<file path="config.mk">
export PLATFORM = sky130hd
export DESIGN_NAME = apb_master_bridge_flat
export DESIGN_NICKNAME = d
export VERILOG_FILES = /design/src/rtl/apb_master_bridge_if.sv /design/src/rtl/apb_master_bridge.sv /design/src/flat_wrapper.sv
export SDC_FILE = /design/constraint.sdc
export NUM_CORES = 1
export LEC_CHECK = 0
export BUFFER_PORTS_ARGS = -buffer_cell sky130_fd_sc_hd__buf_2
export CAP_MARGIN = 5
export CORE_MARGIN = 8
export CORE_UTILIZATION = 50
export CTS_CLUSTER_SIZE = 25
export DETAILED_ROUTE_END_ITERATION = 10
export PLACE_DENSITY = 0.84
export SYNTH_ARGS = -nofsm -noshare
export SYNTH_HDL_FRONTEND = slang
export SYNTH_SLANG_ARGS = --single-unit
</file>
<file path="constraint.sdc">
create_clock -name clk -period 2.75 [get_ports clk]
set_clock_uncertainty 0.15 [all_clocks]
set_input_delay 0.275 -clock clk [delete_from_list [all_inputs] [get_ports clk]]
set_output_delay 0.275 -clock clk [all_outputs]
set_load 0.02 [all_outputs]
</file>
<file path="src/rtl/apb_master_bridge_if.sv">
// Request/response and APB signal bundle for apb_master_bridge.
// The master modport is the bridge's view. The slave modport is the view of
// everything around it: the requesting core and the APB slave.
interface apb_master_bridge_if #(
    parameter int unsigned BUS_WIDTH  = 16,
    parameter int unsigned ADDR_WIDTH = 16
);
    // Core-side request/response
    logic                  req_valid;
    logic                  req_ready;
    logic                  req_write;
    logic [ADDR_WIDTH-1:0] req_addr;
    logic [BUS_WIDTH-1:0]  req_wdata;
    logic                  rsp_valid;
    logic [BUS_WIDTH-1:0]  rsp_rdata;
    logic                  rsp_err;

    // APB side
    logic [ADDR_WIDTH-1:0] M_PADDR;
    logic                  M_PWRITE;
    logic                  M_PSELx;
    logic                  M_PENABLE;
    logic [BUS_WIDTH-1:0]  M_PWDATA;
    logic [BUS_WIDTH-1:0]  M_PRDATA;
    logic                  M_PREADY;

    modport master (
        input  req_valid, req_write, req_addr, req_wdata, M_PRDATA, M_PREADY,
        output req_ready, rsp_valid, rsp_rdata, rsp_err,
               M_PADDR, M_PWRITE, M_PSELx, M_PENABLE, M_PWDATA
    );

    modport slave (
        output req_valid, req_write, req_addr, req_wdata, M_PRDATA, M_PREADY,
        input  req_ready, rsp_valid, rsp_rdata, rsp_err,
               M_PADDR, M_PWRITE, M_PSELx, M_PENABLE, M_PWDATA
    );
endinterface

</file>
<file path="src/rtl/apb_master_bridge.sv">
// APB initiator: converts one outstanding valid/ready request into APB
// SETUP/ACCESS phases, waits on PREADY and returns read data, or an error
// if the slave stalls for TIMEOUT_CYCLES ACCESS cycles (0 disables the timeout).
module apb_master_bridge #(
    parameter int unsigned BUS_WIDTH      = 16,
    parameter int unsigned ADDR_WIDTH     = 16,
    parameter int unsigned TIMEOUT_CYCLES = 255
) (
    input  logic                clk,
    input  logic                reset,
    apb_master_bridge_if.master bus
);
    // Counter just wide enough to hold TIMEOUT_CYCLES; at least one bit.
    localparam int unsigned CNT_W = (TIMEOUT_CYCLES == 0) ? 1 : $clog2(TIMEOUT_CYCLES + 1);
    // Counter value on the last stalled ACCESS cycle before the timeout fires.
    localparam logic [CNT_W-1:0] CNT_LAST =
        CNT_W'((TIMEOUT_CYCLES == 0) ? 0 : TIMEOUT_CYCLES - 1);

    typedef enum logic [1:0] {
        ST_IDLE,
        ST_SETUP,
        ST_ACCESS,
        ST_RESP
    } state_t;

    state_t                state_q,     state_d;
    logic [ADDR_WIDTH-1:0] paddr_q,     paddr_d;
    logic                  pwrite_q,    pwrite_d;
    logic [BUS_WIDTH-1:0]  pwdata_q,    pwdata_d;
    logic                  psel_q,      psel_d;
    logic                  penable_q,   penable_d;
    logic                  rsp_valid_q, rsp_valid_d;
    logic [BUS_WIDTH-1:0]  rsp_rdata_q, rsp_rdata_d;
    logic                  rsp_err_q,   rsp_err_d;
    logic [CNT_W-1:0]      cnt_q,       cnt_d;
    logic                  timeout_hit;

    // A stalled ACCESS cycle that would bring the counter to TIMEOUT_CYCLES.
    assign timeout_hit = (TIMEOUT_CYCLES != 0) && (cnt_q == CNT_LAST);

    // Next-state and next-output logic for the transfer sequence.
    always_comb begin
        // NOTE: every variable gets a default before the case so no path can
        // leave one unassigned, which would otherwise infer a latch.
        state_d     = state_q;
        paddr_d     = paddr_q;
        pwrite_d    = pwrite_q;
        pwdata_d    = pwdata_q;
        psel_d      = psel_q;
        penable_d   = penable_q;
        rsp_valid_d = 1'b0;
        rsp_rdata_d = rsp_rdata_q;
        rsp_err_d   = rsp_err_q;
        cnt_d       = cnt_q;

        case (state_q)
            ST_IDLE: begin
                // req_ready is high in IDLE, so req_valid alone means accept.
                if (bus.req_valid) begin
                    paddr_d  = bus.req_addr;
                    pwrite_d = bus.req_write;
                    pwdata_d = bus.req_wdata;
                    psel_d   = 1'b1;
                    state_d  = ST_SETUP;
                end
            end
            ST_SETUP: begin
                penable_d = 1'b1;
                state_d   = ST_ACCESS;
            end
            ST_ACCESS: begin
                // Only a definite 1 completes; 0, X or Z all count as wait.
                if (bus.M_PREADY == 1'b1) begin
                    rsp_rdata_d = pwrite_q ? '0 : bus.M_PRDATA;
                    rsp_err_d   = 1'b0;
                    psel_d      = 1'b0;
                    penable_d   = 1'b0;
                    rsp_valid_d = 1'b1;
                    state_d     = ST_RESP;
                end else if (timeout_hit) begin
                    cnt_d       = cnt_q + 1'b1;
                    rsp_rdata_d = '0;
                    rsp_err_d   = 1'b1;
                    psel_d      = 1'b0;
                    penable_d   = 1'b0;
                    rsp_valid_d = 1'b1;
                    state_d     = ST_RESP;
                end else if (cnt_q != '1) begin
                    cnt_d = cnt_q + 1'b1;
                end
            end
            ST_RESP: begin
                cnt_d   = '0;
                state_d = ST_IDLE;
            end
            default: begin
                state_d = ST_IDLE;
            end
        endcase
    end

    // State and registered outputs; synchronous reset discards any transfer.
    always_ff @(posedge clk) begin
        if (reset) begin
            state_q     <= ST_IDLE;
            paddr_q     <= '0;
            pwrite_q    <= 1'b0;
            pwdata_q    <= '0;
            psel_q      <= 1'b0;
            penable_q   <= 1'b0;
            rsp_valid_q <= 1'b0;
            rsp_rdata_q <= '0;
            rsp_err_q   <= 1'b0;
            cnt_q       <= '0;
        end else begin
            // NOTE: non-blocking assignments so every register samples the
            // pre-edge values, independent of statement order.
            state_q     <= state_d;
            paddr_q     <= paddr_d;
            pwrite_q    <= pwrite_d;
            pwdata_q    <= pwdata_d;
            psel_q      <= psel_d;
            penable_q   <= penable_d;
            rsp_valid_q <= rsp_valid_d;
            rsp_rdata_q <= rsp_rdata_d;
            rsp_err_q   <= rsp_err_d;
            cnt_q       <= cnt_d;
        end
    end

    assign bus.req_ready = (state_q == ST_IDLE);
    assign bus.rsp_valid = rsp_valid_q;
    assign bus.rsp_rdata = rsp_rdata_q;
    assign bus.rsp_err   = rsp_err_q;
    assign bus.M_PADDR   = paddr_q;
    assign bus.M_PWRITE  = pwrite_q;
    assign bus.M_PSELx   = psel_q;
    assign bus.M_PENABLE = penable_q;
    assign bus.M_PWDATA  = pwdata_q;
endmodule
</file>
<file path="src/flat_wrapper.sv">
// flat-port wrapper written by rule: the top's interface ports become plain ports
module apb_master_bridge_flat 
#(
    parameter int unsigned BUS_WIDTH      = 16,
    parameter int unsigned ADDR_WIDTH     = 16,
    parameter int unsigned TIMEOUT_CYCLES = 255
)
  (clk, reset, bus_req_valid, bus_req_write, bus_req_addr, bus_req_wdata, bus_M_PRDATA, bus_M_PREADY, bus_req_ready, bus_rsp_valid, bus_rsp_rdata, bus_rsp_err, bus_M_PADDR, bus_M_PWRITE, bus_M_PSELx, bus_M_PENABLE, bus_M_PWDATA);
  apb_master_bridge_if #(.BUS_WIDTH(BUS_WIDTH), .ADDR_WIDTH(ADDR_WIDTH)) bus_i ();
  input  logic clk;
  input  logic reset;
  input wire logic [$bits(bus_i.req_valid)-1:0] bus_req_valid;
  input wire logic [$bits(bus_i.req_write)-1:0] bus_req_write;
  input wire logic [$bits(bus_i.req_addr)-1:0] bus_req_addr;
  input wire logic [$bits(bus_i.req_wdata)-1:0] bus_req_wdata;
  input wire logic [$bits(bus_i.M_PRDATA)-1:0] bus_M_PRDATA;
  input wire logic [$bits(bus_i.M_PREADY)-1:0] bus_M_PREADY;
  output wire logic [$bits(bus_i.req_ready)-1:0] bus_req_ready;
  output wire logic [$bits(bus_i.rsp_valid)-1:0] bus_rsp_valid;
  output wire logic [$bits(bus_i.rsp_rdata)-1:0] bus_rsp_rdata;
  output wire logic [$bits(bus_i.rsp_err)-1:0] bus_rsp_err;
  output wire logic [$bits(bus_i.M_PADDR)-1:0] bus_M_PADDR;
  output wire logic [$bits(bus_i.M_PWRITE)-1:0] bus_M_PWRITE;
  output wire logic [$bits(bus_i.M_PSELx)-1:0] bus_M_PSELx;
  output wire logic [$bits(bus_i.M_PENABLE)-1:0] bus_M_PENABLE;
  output wire logic [$bits(bus_i.M_PWDATA)-1:0] bus_M_PWDATA;
  assign bus_i.req_valid = bus_req_valid;
  assign bus_i.req_write = bus_req_write;
  assign bus_i.req_addr = bus_req_addr;
  assign bus_i.req_wdata = bus_req_wdata;
  assign bus_i.M_PRDATA = bus_M_PRDATA;
  assign bus_i.M_PREADY = bus_M_PREADY;
  assign bus_req_ready = bus_i.req_ready;
  assign bus_rsp_valid = bus_i.rsp_valid;
  assign bus_rsp_rdata = bus_i.rsp_rdata;
  assign bus_rsp_err = bus_i.rsp_err;
  assign bus_M_PADDR = bus_i.M_PADDR;
  assign bus_M_PWRITE = bus_i.M_PWRITE;
  assign bus_M_PSELx = bus_i.M_PSELx;
  assign bus_M_PENABLE = bus_i.M_PENABLE;
  assign bus_M_PWDATA = bus_i.M_PWDATA;
  apb_master_bridge #(.BUS_WIDTH(BUS_WIDTH), .ADDR_WIDTH(ADDR_WIDTH), .TIMEOUT_CYCLES(TIMEOUT_CYCLES)) u_core (.clk(clk), .reset(reset), .bus(bus_i));
endmodule
</file>
==> results by group, run 1 <==
Global route
  – Met1 Use GR: between 20% and 30%
  – Busiest grt layer: met2
  – Vias in the first global route: approximately 2100
  – Global Route met3 Usage: under 10%
  – Initial antenna violation count: 0
  – Met2 usage: between 20% and 30%
  – GRT overflow: 0
  – Gr usage total: 17.19%
  – Largest net degree at the start of global routing: 34
  – First-pass GRT wire length: 10.09 mm

Placed design
  – Port bufs: between 100 and 150
  – Placed cell count: about 440
  – RePlAce Congestion: 0.8463
  – Setup WS pre-CTS: 636.0 ps
  – Placed Instance Area: 3020 um^2
  – Post-DP HPWL: 4.805 mm

Logic synthesis
  – Synthesized area per cell: 8.849 um^2
  – Synth Cell Area: 2434 um^2
  – Top-area cell type share of the netlist area: 51.83%
  – Syn. warnings: 0
  – Synthesized Nets: 333
  – Synth area leaders: dfxtp_1, nand2_1, a21oi_1
  – FF+latch count, synth: between 60 and 70
  – Main flop type after synthesis: dfxtp_1
  – Number of synthesized flops with an enable pin: 0
  – Synth Instances: 275
  – Synth area leader: dfxtp_1
  – Register area share after synthesis: 51.83%
  – Post-synth ARST share: 0%
  – Unique masters post-synth: 38

Die
  – Die height: 85.77 um
  – Core box area: about 4700 um^2
  – Die width: ~86 um
  – Initial Util: 51.52%
  – I/O pin cnt: 107
  – Full die area: 7356 um^2
  – FP Rows: 25

Routing
  – Detailed Routing Iterations Pass 1: 4
  – Initial detailed-routing violation count: 89
  – WL final: 6.487 mm
  – Number of remaining DRC errors: 0
  – Final ANT Viol Nets: 0
  – Drt wl/cell: 14.29 um
  – Via count: 2317
  – Via density: 5.104

Clocking
  – Setup Buffers After CTS: 0
  – Clk_lat worst skew: 330 ps
  – Hold Buf Count CTS: 1
  – CTS tree: yes
  – Post-CTS sizing: 0
  – Clk slew on worst S/H paths: 70 ps
  – # clock sinks: 63
  – Total CTS buffers: 9
  – H-tree depth: 3
  – CTS root buf: clkbuf_8
  – CTS max path bufs: 2

Outcome
  – Status: finished, final reports clean

Pwr
  – Clk pwr share: 29.0%
  – Design Power: 2.682 mW
  – P_leak: 1.493 nW
  – Sw Pwr: 934.4 uW
  – Sw Ratio: 34.84%
  – Worst vdd ir: 0.5533 mV
  – Combinational group share of total power: around 29%
  – Internal power: 1.747 mW
  – Power Density: 828.2 nW/um^2
  – Seq pwr share: 42.2%

Setup path
  – Required time of the critical path: 2860 ps
  – Worst-path cell chain: inv_1 > ha_1 > nor2b_4 > o32ai_4 > or4_1 > a21oi_1
  – CP peak stage delay: a little under 500 ps
  – Kind of critical path: register to register
  – Crit Path Max Fanout: 15
  – CP max-delay cell: or4_1
  – CP endpoint kind: register
  – Crit path launch type: register
  – Arrival time worst endpoint: 2260 ps

Layout
  – Utilization after layout: 68.56%
  – Area grow syn2layout: 33.06%
  – Commonest non-fill, non-tap cell in the layout: buf_2
  – N_diodes: 0
  – Final Non-Filler Cells: 454
  – Layout cell share with drive strength beyond 1: between 30% and 40%
  – Commonest non-fill, non-tap cells in the layout: buf_2, nand2_1, dfxtp_1
  – # nets final: 440
  – Fillers: 404
  – Final instance area: 3238 um^2

STA
  – RSZ-0062 raised after global routing: no
  – Fmax: 464.7 MHz
  – Tmin final: ~2200 ps
  – Final setup violation count: 0
  – Final hold slack: 13.79 ps
  – Setup TNS: 0 ps
  – Slew @ Worst Pin: 681.1 ps
  – Hold Violations, Final: 0
  – Headroom to the max-slew limit: 54.59%
  – Worst setup margin: ~600 ps
  – Max Slew Vio Count: 0
  – Final clock period utilization by the worst path: 78.26%

Job
  – Number of max-cap violations: 0

Min path
  – Hold WC Path Type: input pin to register
## worst max-delay path: cells and delay by family (launching register included)
| family | cells | cell delay [ps] |
|---|---|---|
| flops | 1 | 310 |
| fa+ha+maj | 1 | 470 |
| buf+inv | 1 | 100 |
| simple gates | 2 | 760 |
| compound gates | 2 | 280 |
## sequential cells by signal (all words and copies together) (netlist names)
name and flops:
u_core.bus.M_PWDATA 16, u_core.bus.M_PSELx 1, u_core.cnt_q 8, u_core.bus.M_PADDR 16
u_core.bus.M_PENABLE 1, u_core.bus.rsp_rdata 16, u_core.bus.rsp_valid 1, u_core.bus.rsp_err 1
u_core.bus.M_PWRITE 1, u_core.state_q 2
## layer usage
metal | up-vias | share of wire, %
met5 | - | 0
met4 | 0 | 1.4
met3 | 6 | 8.6
met2 | 97 | 46
met1 | 1050 | 44
li1 | 1164 | -
## path summary, 6_finish.rpt
path                            slack, ps  cells after the start                               endpoint                                 from
worst max-delay path                  600                      6           u_core.cnt_q[5]$_SDFFE_PP0P_       u_core.state_q[0]$_SDFFE_PP0P_
worst min-delay path                   10                      2  u_core.bus.rsp_rdata[15]$_SDFFE_PP0P_                     bus_M_PRDATA[15]
worst min register to register        300                      2    u_core.bus.M_PWDATA[0]$_SDFFE_PP0P_  u_core.bus.M_PWDATA[0]$_SDFFE_PP0P_
worst max register to register        600                      6           u_core.cnt_q[5]$_SDFFE_PP0P_       u_core.state_q[0]$_SDFFE_PP0P_
## synthesized netlist by cell type (4+ instances only)
library cell and count:
a21oi_1 47, a22o_1 17, buf_1 4, clkbuf_1 9, dfxtp_1 63, ha_1 5, inv_1 6, nand2_1 74
nor2_1 5, o21ai_1 4
## area by class of cell
type	count	area [um^2]	share of cell area, %
Sequential cell	63	1261	38.95
Tap cell	67	83.83	2.589
Multi-Input combinational cell	190	1080	33.35
Inverter	6	22.52	0.6955
Clock inverter	7	73.82	2.280
Clock buffer	9	123.9	3.825
Timing Repair Buffer	112	593.1	18.32
## cells by family (layout without fill, tap and decap cells)
group	count (synthesis)	count (layout)	share of synthesized area [%]
simple gates	104	104	20.05
flops	63	63	51.83
mux	1	1	0.4113
fa+ha+maj	5	5	2.571
buf+inv	22	134	3.804
compound gates	80	80	21.34
## power groups by stage
stage	sequential [mW]	clock (mW)	combinational, mW
2_1_floorplan	1.31	0	0.335
3_3_place_gp	1.14	0	0.767
3_5_place_dp	1.15	0	0.778
4_1_cts	1.13	0.797	0.782
5_1_grt	1.15	0.841	0.843
6_report	1.13	0.778	0.773
(Power assumes the default switching activity.)
==> run 2: changes to the inputs <==
--- a/config.mk
+++ b/config.mk
@@ -5,13 +5,14 @@
 export SDC_FILE = /design/constraint.sdc
 export NUM_CORES = 1
 export LEC_CHECK = 0
+export ABC_AREA = 1
 export BUFFER_PORTS_ARGS = -buffer_cell sky130_fd_sc_hd__buf_2
 export CAP_MARGIN = 5
 export CORE_MARGIN = 8
-export CORE_UTILIZATION = 50
+export CORE_UTILIZATION = 47
 export CTS_CLUSTER_SIZE = 25
 export DETAILED_ROUTE_END_ITERATION = 10
-export PLACE_DENSITY = 0.84
+export PLACE_DENSITY = 0.79
 export SYNTH_ARGS = -nofsm -noshare
 export SYNTH_HDL_FRONTEND = slang
 export SYNTH_SLANG_ARGS = --single-unit
==> constraint.sdc (replaced) <==
create_clock -name clk -period 2.24 [get_ports clk]
set_clock_uncertainty 0.15 [all_clocks]
set_input_delay 0.224 -clock clk [delete_from_list [all_inputs] [get_ports clk]]
set_output_delay 0.224 -clock clk [all_outputs]
set_load 0.02 [all_outputs]
==> run 2 against run 1 <==
  * Synthesized cell count is 23% higher
  * Worst setup slack worse by 89 ps
  * Sequential power increased by 33%
  * Global-route usage rose by 1.6 points
  * Fmax grew 24%
==> results by group, run 2 <==
Outcome
  – Status: finished, final reports clean

Logic synthesis
  – Synthesized area per cell: 7.374 um^2 (-17%)
  – Post-synth ARST share: 0% (unchanged)
  – FF+latch count, synth: 63 (unchanged)
  – Synthesized Nets: 397 (+19%)
  – Cell with the most instances after synthesis: nor2_1
  – Syn. warnings: 0 (unchanged)
  – Register area share after synthesis: 50.45% (-1.4 points)
  – Main flop type after synthesis: dfxtp_1
  – Number of synthesized flops with an enable pin: 0 (unchanged)
  – Synth Cell Area: 2500 um^2 (+2.7%)
  – Synth area leader: dfxtp_1
  – Synth Instances: 339 (+23%)
  – Top-area cell type share of the netlist area: 50.45% (-1.4 points)
  – Unique masters post-synth: 25 (-34%)
  – Synth area leaders: dfxtp_1, nor2_1, nand2_1
  – Synth cell count leaders: nor2_1, nand2_1, dfxtp_1

STA
  – Final setup violation count: 0 (unchanged)
  – Tmin final: 1731 ps (-420.8 ps)
  – Slew @ Worst Pin: 368.1 ps (-313.1 ps)
  – RSZ-0062 raised after global routing: no
  – Max Slew Vio Count: 0 (unchanged)
  – Hold Violations, Final: 0 (unchanged)
  – Final clock period utilization by the worst path: 77.29% (-0.97 points)
  – Fmax: 577.6 MHz (+24%)
  – Headroom to the max-slew limit: 75.40% (+21 points)
  – Setup TNS: 0 ps (unchanged)
  – Worst setup margin: 508.8 ps (-89.20 ps)

Clocking
  – Post-CTS sizing: 0 (unchanged)
  – # clock sinks: 63 (unchanged)
  – Clk_lat worst skew: 340 ps (about the same)
  – CTS root buf: clkbuf_8
  – CTS max path bufs: 2 (unchanged)
  – Total CTS buffers: 9 (unchanged)
  – CTS tree: yes
  – Clk slew on worst S/H paths: 60 ps (about the same)
  – H-tree depth: 3 (unchanged)
  – Setup Buffers After CTS: 0 (unchanged)

Routing
  – Via density: 4.914 (-3.7%)
  – Initial detailed-routing violation count: 170 (+91%)
  – Number of remaining DRC errors: 0 (unchanged)
  – Detailed Routing Iterations Pass 1: 4 (unchanged)
  – WL final: 7.583 mm (+17%)
  – Final ANT Viol Nets: 0 (unchanged)
  – Via count: 2752 (+19%)
  – Drt wl/cell: 13.54 um (-5.2%)

Placed design
  – RePlAce Congestion: 0.7601 (-10%)
  – Port bufs: 106 (unchanged)
  – Post-DP HPWL: 4.906 mm (+2.1%)
  – Setup WS pre-CTS: 533.7 ps (-102.2 ps)
  – Placed Instance Area: 3088 um^2 (+2.2%)

Layout
  – Final instance area: 3661 um^2 (+13%)
  – Layout cell share with drive strength beyond 1: 27.61% (-7.3 points)
  – Commonest non-fill, non-tap cells in the layout: buf_2, nor2_1, nand2_1
  – Commonest non-fill, non-tap cell in the layout: buf_2
  – Fillers: 429 (+6.2%)
  – Area grow syn2layout: 46.45%
  – # nets final: 542 (+23%)

Min path
  – Hold_sp: bus_req_addr[13]
  – Hold WC Path Type: input pin to register

Setup path
  – Reg2reg setup slack: 510 ps (-90 ps)
  – Critical path startpoint: u_core.cnt_q[0]$_SDFFE_PP0P_
  – CP max-delay cell: dfxtp_1
  – Kind of critical path: register to register
  – Required time of the critical path: 2350 ps (-510 ps)
  – CP endpoint kind: register
  – Worst-path cell chain: inv_1 > ha_1 > inv_1 > nor2_1 > nand3_1 > nand2_1 > inv_2 > nand2_1 > a21oi_1
  – Crit path launch type: register
  – Critical R2R Launch: u_core.cnt_q[0]$_SDFFE_PP0P_
  – Arrival time worst endpoint: 1840 ps (-420 ps)
  – CP delay by family, top: flip-flops
  – Crit Path Max Fanout: 17 (+2)
  – CP peak stage delay: 400 ps (-90 ps)
  – CP bufs+invs: 3 (+2)

Die
  – Core box area: 5107 um^2 (+8.1%)
  – Die width: 88.93 um (+3.7%)
  – I/O pin cnt: 107 (unchanged)
  – Full die area: 7909 um^2 (+7.5%)
  – Die height: 88.93 um (+3.7%)
  – Initial Util: 48.95% (-2.6 points)
  – FP Rows: 26 (+4.0%)

Global route
  – Vias in the first global route: 2599 (+21%)
  – Gr usage total: 18.83% (+1.6 points)
  – Busiest grt layer: met2
  – Met1 Use GR: 19.12% (-0.88 points)
  – Global Route met3 Usage: 7.629% (+0.37 points)
  – Met2 usage: 32.88% (+6.2 points)
  – Initial antenna violation count: 0 (unchanged)
  – Largest net degree at the start of global routing: 34 (unchanged)
  – First-pass GRT wire length: 11.61 mm (+15%)
  – GRT overflow: 0 (unchanged)

Pwr
  – P_leak: 1.710 nW (+15%)
  – Design Power: 3.880 mW (+45%)
  – Power Density: 1060 nW/um^2 (+28%)
  – Worst vdd ir: 0.6021 mV (+8.8%)

Job
  – Number of max-cap violations: 0 (unchanged)
run 2: path summary, 6_finish.rpt:
kind,to,depth (start not counted)
min reg2reg,u_core.bus.rsp_err$_SDFFE_PP0P_,2
max,u_core.bus.rsp_rdata[14]$_SDFFE_PP0P_,9
min,u_core.bus.M_PADDR[13]$_SDFFE_PP0P_,3
max reg2reg,u_core.bus.rsp_rdata[14]$_SDFFE_PP0P_,9
run 2: per-layer routing:
layer / up-vias / share of wire (%) / routed length [um]
met2: 92 / 51 / 3887
li1: 1361 / - / -
met5: - / 0 / 0
met1: 1280 / 38 / 2907
met4: 0 / 2.4 / 180
met3: 19 / 8.0 / 608
run 2: final cells by class:
type | count | area, um^2 | share of cell area [%]
multi-input combinational | 241 | 1084 | 29.60
sequential | 63 | 1261 | 34.45
inverter | 20 | 75.07 | 2.051
timing repair buffer | 149 | 960.9 | 26.25
clock buffer | 12 | 145.1 | 3.964
antenna | 1 | 2.502 | 0.06835
tap | 70 | 87.58 | 2.392
clock inverter | 4 | 45.04 | 1.230
run 2: cells by family (layout without fill, tap and decap cells):
logic type                 count (synthesis)  count (layout)  share of synthesized area [%]
other                                      0               1                              0
buffers and inverters                     35             185                          6.205
DFF                                       63              63                          50.45
AOI/OAI and AO/OA                         65              65                          13.61
and+or+nand+nor                          171             171                          27.23
adders and majority gates                  5               5                          2.503
run 2: worst reg2reg max path: stages, from the launching register on:
cell and delay, ps:
dfxtp_1 400, inv_1 60, ha_1 190, inv_1 70, nor2_1 60, nand3_1 100, nand2_1 100, inv_2 250
nand2_1 120, a21oi_1 160
run 2: metrics by stage:
step                      hold WS, ps  instances  utilization (%)
final                           2.054        560            71.68
after floorplan                 221.2        339                -
after global placement          289.7        505            60.46
after global routing            1.776        559            71.63
after detailed placement        293.0        505            60.46
after CTS                      0.7289        555            70.85
run 2: repair_timing:
| action | CTS | global route |
|---|---|---|
| hold buffers | 34 | 4 |
| setup endpoints to repair | 0 | 0 |
| hold endpoints to repair | 34 | 4 |
run 2: power breakdown:
group / switching (mW) / leakage [nW] / internal [mW]
sequential: 0.136 / 0.517 / 1.37
combinational: 0.910 / 1.09 / 0.498
clock: 0.431 / 0.100 / 0.540
==> run 3: changes to the inputs <==
--- a/config.mk
+++ b/config.mk
@@ -9,10 +9,10 @@
 export BUFFER_PORTS_ARGS = -buffer_cell sky130_fd_sc_hd__buf_2
 export CAP_MARGIN = 5
 export CORE_MARGIN = 8
-export CORE_UTILIZATION = 47
+export CORE_UTILIZATION = 42
 export CTS_CLUSTER_SIZE = 25
 export DETAILED_ROUTE_END_ITERATION = 10
-export PLACE_DENSITY = 0.79
+export PLACE_DENSITY = 0.75
 export SYNTH_ARGS = -nofsm -noshare
 export SYNTH_HDL_FRONTEND = slang
 export SYNTH_SLANG_ARGS = --single-unit
==> constraint.sdc (replaced) <==
create_clock -name clk -period 1.4 [get_ports clk]
set_clock_uncertainty 0.15 [all_clocks]
set_input_delay 0.14 -clock clk [delete_from_list [all_inputs] [get_ports clk]]
set_output_delay 0.14 -clock clk [all_outputs]
set_load 0.02 [all_outputs]
==> run 3 against run 2 <==
  * The flow now finishes with violations (negative setup slack)
  * Combinational power increased by 120%
  * Largest cell class is now non-clock buffers
  * Via count increased by 4.0%
  * Final cell count increased by 6.3%
  * Hold slack improved by 31 ps
  * Sequential cell count unchanged
  * Fmax increased by 13%
  * Power increased by 80%
  * Sequential power increased by 63%
  * Routed wire length increased by 20%
==> results by group, run 3 (synthesis results as in run 2) <==
Setup path
  – CP endpoint kind: register
  – Required time of the critical path: 1510 ps (-840 ps)
  – Arrival time worst endpoint: 1640 ps (-200 ps)
  – CP Depth: 8 (-1)
  – Kind of critical path: register to register
  – CP max-delay cell: dfxtp_2
  – Crit path launch type: register
  – Reg2reg setup slack: -130 ps (-640 ps)
  – FF-to-FF path depth: 8 (-1)
  – CP peak stage delay: 340 ps (-60 ps)
  – CP delay by family, top: simple AND/OR/NAND/NOR gates
  – CP bufs+invs: 2 (-1)
  – Worst-path cell chain: inv_2 > ha_4 > inv_4 > nand4_1 > nor2_2 > nor2_4 > nand2_1 > a21oi_1
  – Crit Path Max Fanout: 10 (-7)

Die
  – I/O pin cnt: 107 (unchanged)
  – Initial Util: 42.73% (-6.2 points)
  – Die height: 93.15 um (+4.7%)
  – Core box area: 5851 um^2 (+15%)
  – Full die area: 8677 um^2 (+9.7%)
  – FP Rows: 28 (+7.7%)
  – Die width: 93.15 um (+4.7%)

Global route
  – Gr usage total: 19.10% (+0.27 points)
  – Vias in the first global route: 2853 (+9.8%)
  – Largest net degree at the start of global routing: 34 (unchanged)
  – Initial antenna violation count: 1 (+1)
  – GRT overflow: 0 (unchanged)
  – First-pass GRT wire length: 13.32 mm (+15%)

Layout
  – # nets final: 573 (+5.7%)
  – Commonest non-fill, non-tap cells in the layout: buf_2, nor2_1, dfxtp_1
  – Area grow syn2layout: 68.07%
  – Final Non-Filler Cells: 595 (+6.3%)
  – Commonest non-fill, non-tap cell in the layout: buf_2
  – Layout cell share with drive strength beyond 1: 37.76% (+10 points)

Routing
  – Number of remaining DRC errors: 0 (unchanged)
  – Final ANT Viol Nets: 0 (unchanged)
  – Via count: 2863 (+4.0%)
  – Drt wl/cell: 15.26 um (+13%)
  – WL final: 9.082 mm (+20%)
  – Detailed Routing Iterations Pass 1: 4 (unchanged)
  – Initial detailed-routing violation count: 166 (-2.4%)
  – Via density: 4.812 (-2.1%)

Pwr
  – Sw Pwr: 2.757 mW (+87%)
  – Combinational group share of total power: 45.4% (+9.1 points)
  – Clk pwr share: 19.5% (-5.5 points)
  – Sw Ratio: 39.53% (+1.5 points)
  – Seq pwr share: 35.1% (-3.6 points)
  – P_leak: 1.924 nW (+12%)
  – Design Power: 6.974 mW (+80%)
  – Worst vdd ir: 0.9789 mV (+63%)
  – Internal power: 4.218 mW (+75%)
  – Power Density: 1660 nW/um^2 (+57%)

STA
  – Slew @ Worst Pin: 272.7 ps (-95.38 ps)
  – Final clock period utilization by the worst path: 109.2% (+32 points)
  – Final setup violation count: 62 (+62)
  – RSZ-0062 raised after global routing: yes
  – Tmin final: 1529 ps (-202.5 ps)
  – Fmax: 654.1 MHz (+13%)
  – Max Slew Vio Count: 0 (unchanged)
  – Hold Violations, Final: 0 (unchanged)
  – Headroom to the max-slew limit: 81.78% (+6.4 points)
  – Worst setup margin: -128.7 ps (-637.5 ps)

Outcome
  – Status: finished with violations
  – Failing checks: negative setup slack

Clocking
  – CTS tree: yes
  – Clk_lat worst skew: 330 ps (about the same)
  – H-tree depth: 3 (unchanged)
  – # clock sinks: 63 (unchanged)
  – CTS root buf: clkbuf_8
  – CTS max path bufs: 2 (unchanged)
  – Clk slew on worst S/H paths: 70 ps (about the same)
  – Total CTS buffers: 9 (unchanged)

Placed design
  – Setup WS pre-CTS: -126.0 ps (-659.7 ps)
  – RePlAce Congestion: 0.8198 (+7.9%)
  – Placed cell count: 523 (+3.6%)
  – Port bufs: 106 (unchanged)
  – Post-DP HPWL: 5.011 mm (+2.1%)

Job
  – Number of max-cap violations: 0 (unchanged)

Min path
  – Hold WC Path Type: input pin to register
  – Worst Hold Path Cells: 4 (+1)
-- run 3: changes by cell type in the layout (fill, tap and decap cells not counted), moves of 4 or more --
cell / delta
nand2_1: -14
o21ai_1: +19
nand2_2: +11
nor2_2: +5
ha_1: -4
dlygate4sd3_1: +11
buf_4: +10
dfxtp_2: +5
dfxtp_1: -5
clkbuf_16: +4
nor2_1: -7
o21ai_0: -22
inv_1: -5
-- run 3: power by group through the flow --
stage	Clock, mW	Sequential, mW	Combinational (mW)
global route	1.46	2.48	3.39
global placement	0	2.43	2.44
floorplan	0	2.87	1.19
CTS	1.37	2.42	2.75
detailed placement	0	2.45	2.49
finish	1.36	2.45	3.17
-- run 3: what timing repair did --
item / CTS / global route
setup endpoints to repair: 26 / 63
hold buffers: 49 / 0
pin swaps: 18 / 8
resized for setup: 25 / 39
gates cloned: 2 / 3
endpoints found under the hold margin: 49 / 0
setup buffers: 2 / 0
-- run 3: worst paths after layout --
kind                                   startpoint                              end
setup / recovery     u_core.cnt_q[0]$_SDFFE_PP0P_     u_core.cnt_q[1]$_SDFFE_PP0P_
hold reg to reg   u_core.bus.rsp_err$_SDFFE_PP0P_  u_core.bus.rsp_err$_SDFFE_PP0P_
hold / removal                       bus_M_PREADY  u_core.bus.rsp_err$_SDFFE_PP0P_
setup reg to reg     u_core.cnt_q[0]$_SDFFE_PP0P_     u_core.cnt_q[1]$_SDFFE_PP0P_
-- run 3: metal layers --
layer / GRT usage [%] / vias up / share of wire [%]
met3: 5.849 / 25 / 4.7
li1: - / 1429 / -
met4: 8.322 / 0 / 4.0
met5: 0 / - / 0
met2: 34.08 / 93 / 52
met1: 20.28 / 1316 / 39
-- run 3: layout make-up --
class,instances,area (um^2)
clock inverter,4,22.52
tap,75,93.84
antenna,1,2.502
timing repair inverter,1,8.758
inverter,20,90.09
fill,402,1649
timing repair buffer,179,1335
sequential,63,1267
multi-input combinational,241,1240
clock buffer,11,141.4
-- run 3: worst min-delay path, stage by stage --
cell,delay (ps)
buf_2,130
nand2_4,90
nand2_1,70
a21oi_1,30
-- run 3: metrics by stage --
step	area (um^2)	hold WS, ps	TNS [ps]	util, %
floorplan	2576	132.7	0	-
global placement	3302	237.4	-1017	56.44
detailed placement	3302	243.9	-2423	56.44
CTS	4071	7.871	-1470	69.59
global route	4202	34.16	-6261	71.81
finish	4202	33.07	-3030	71.81
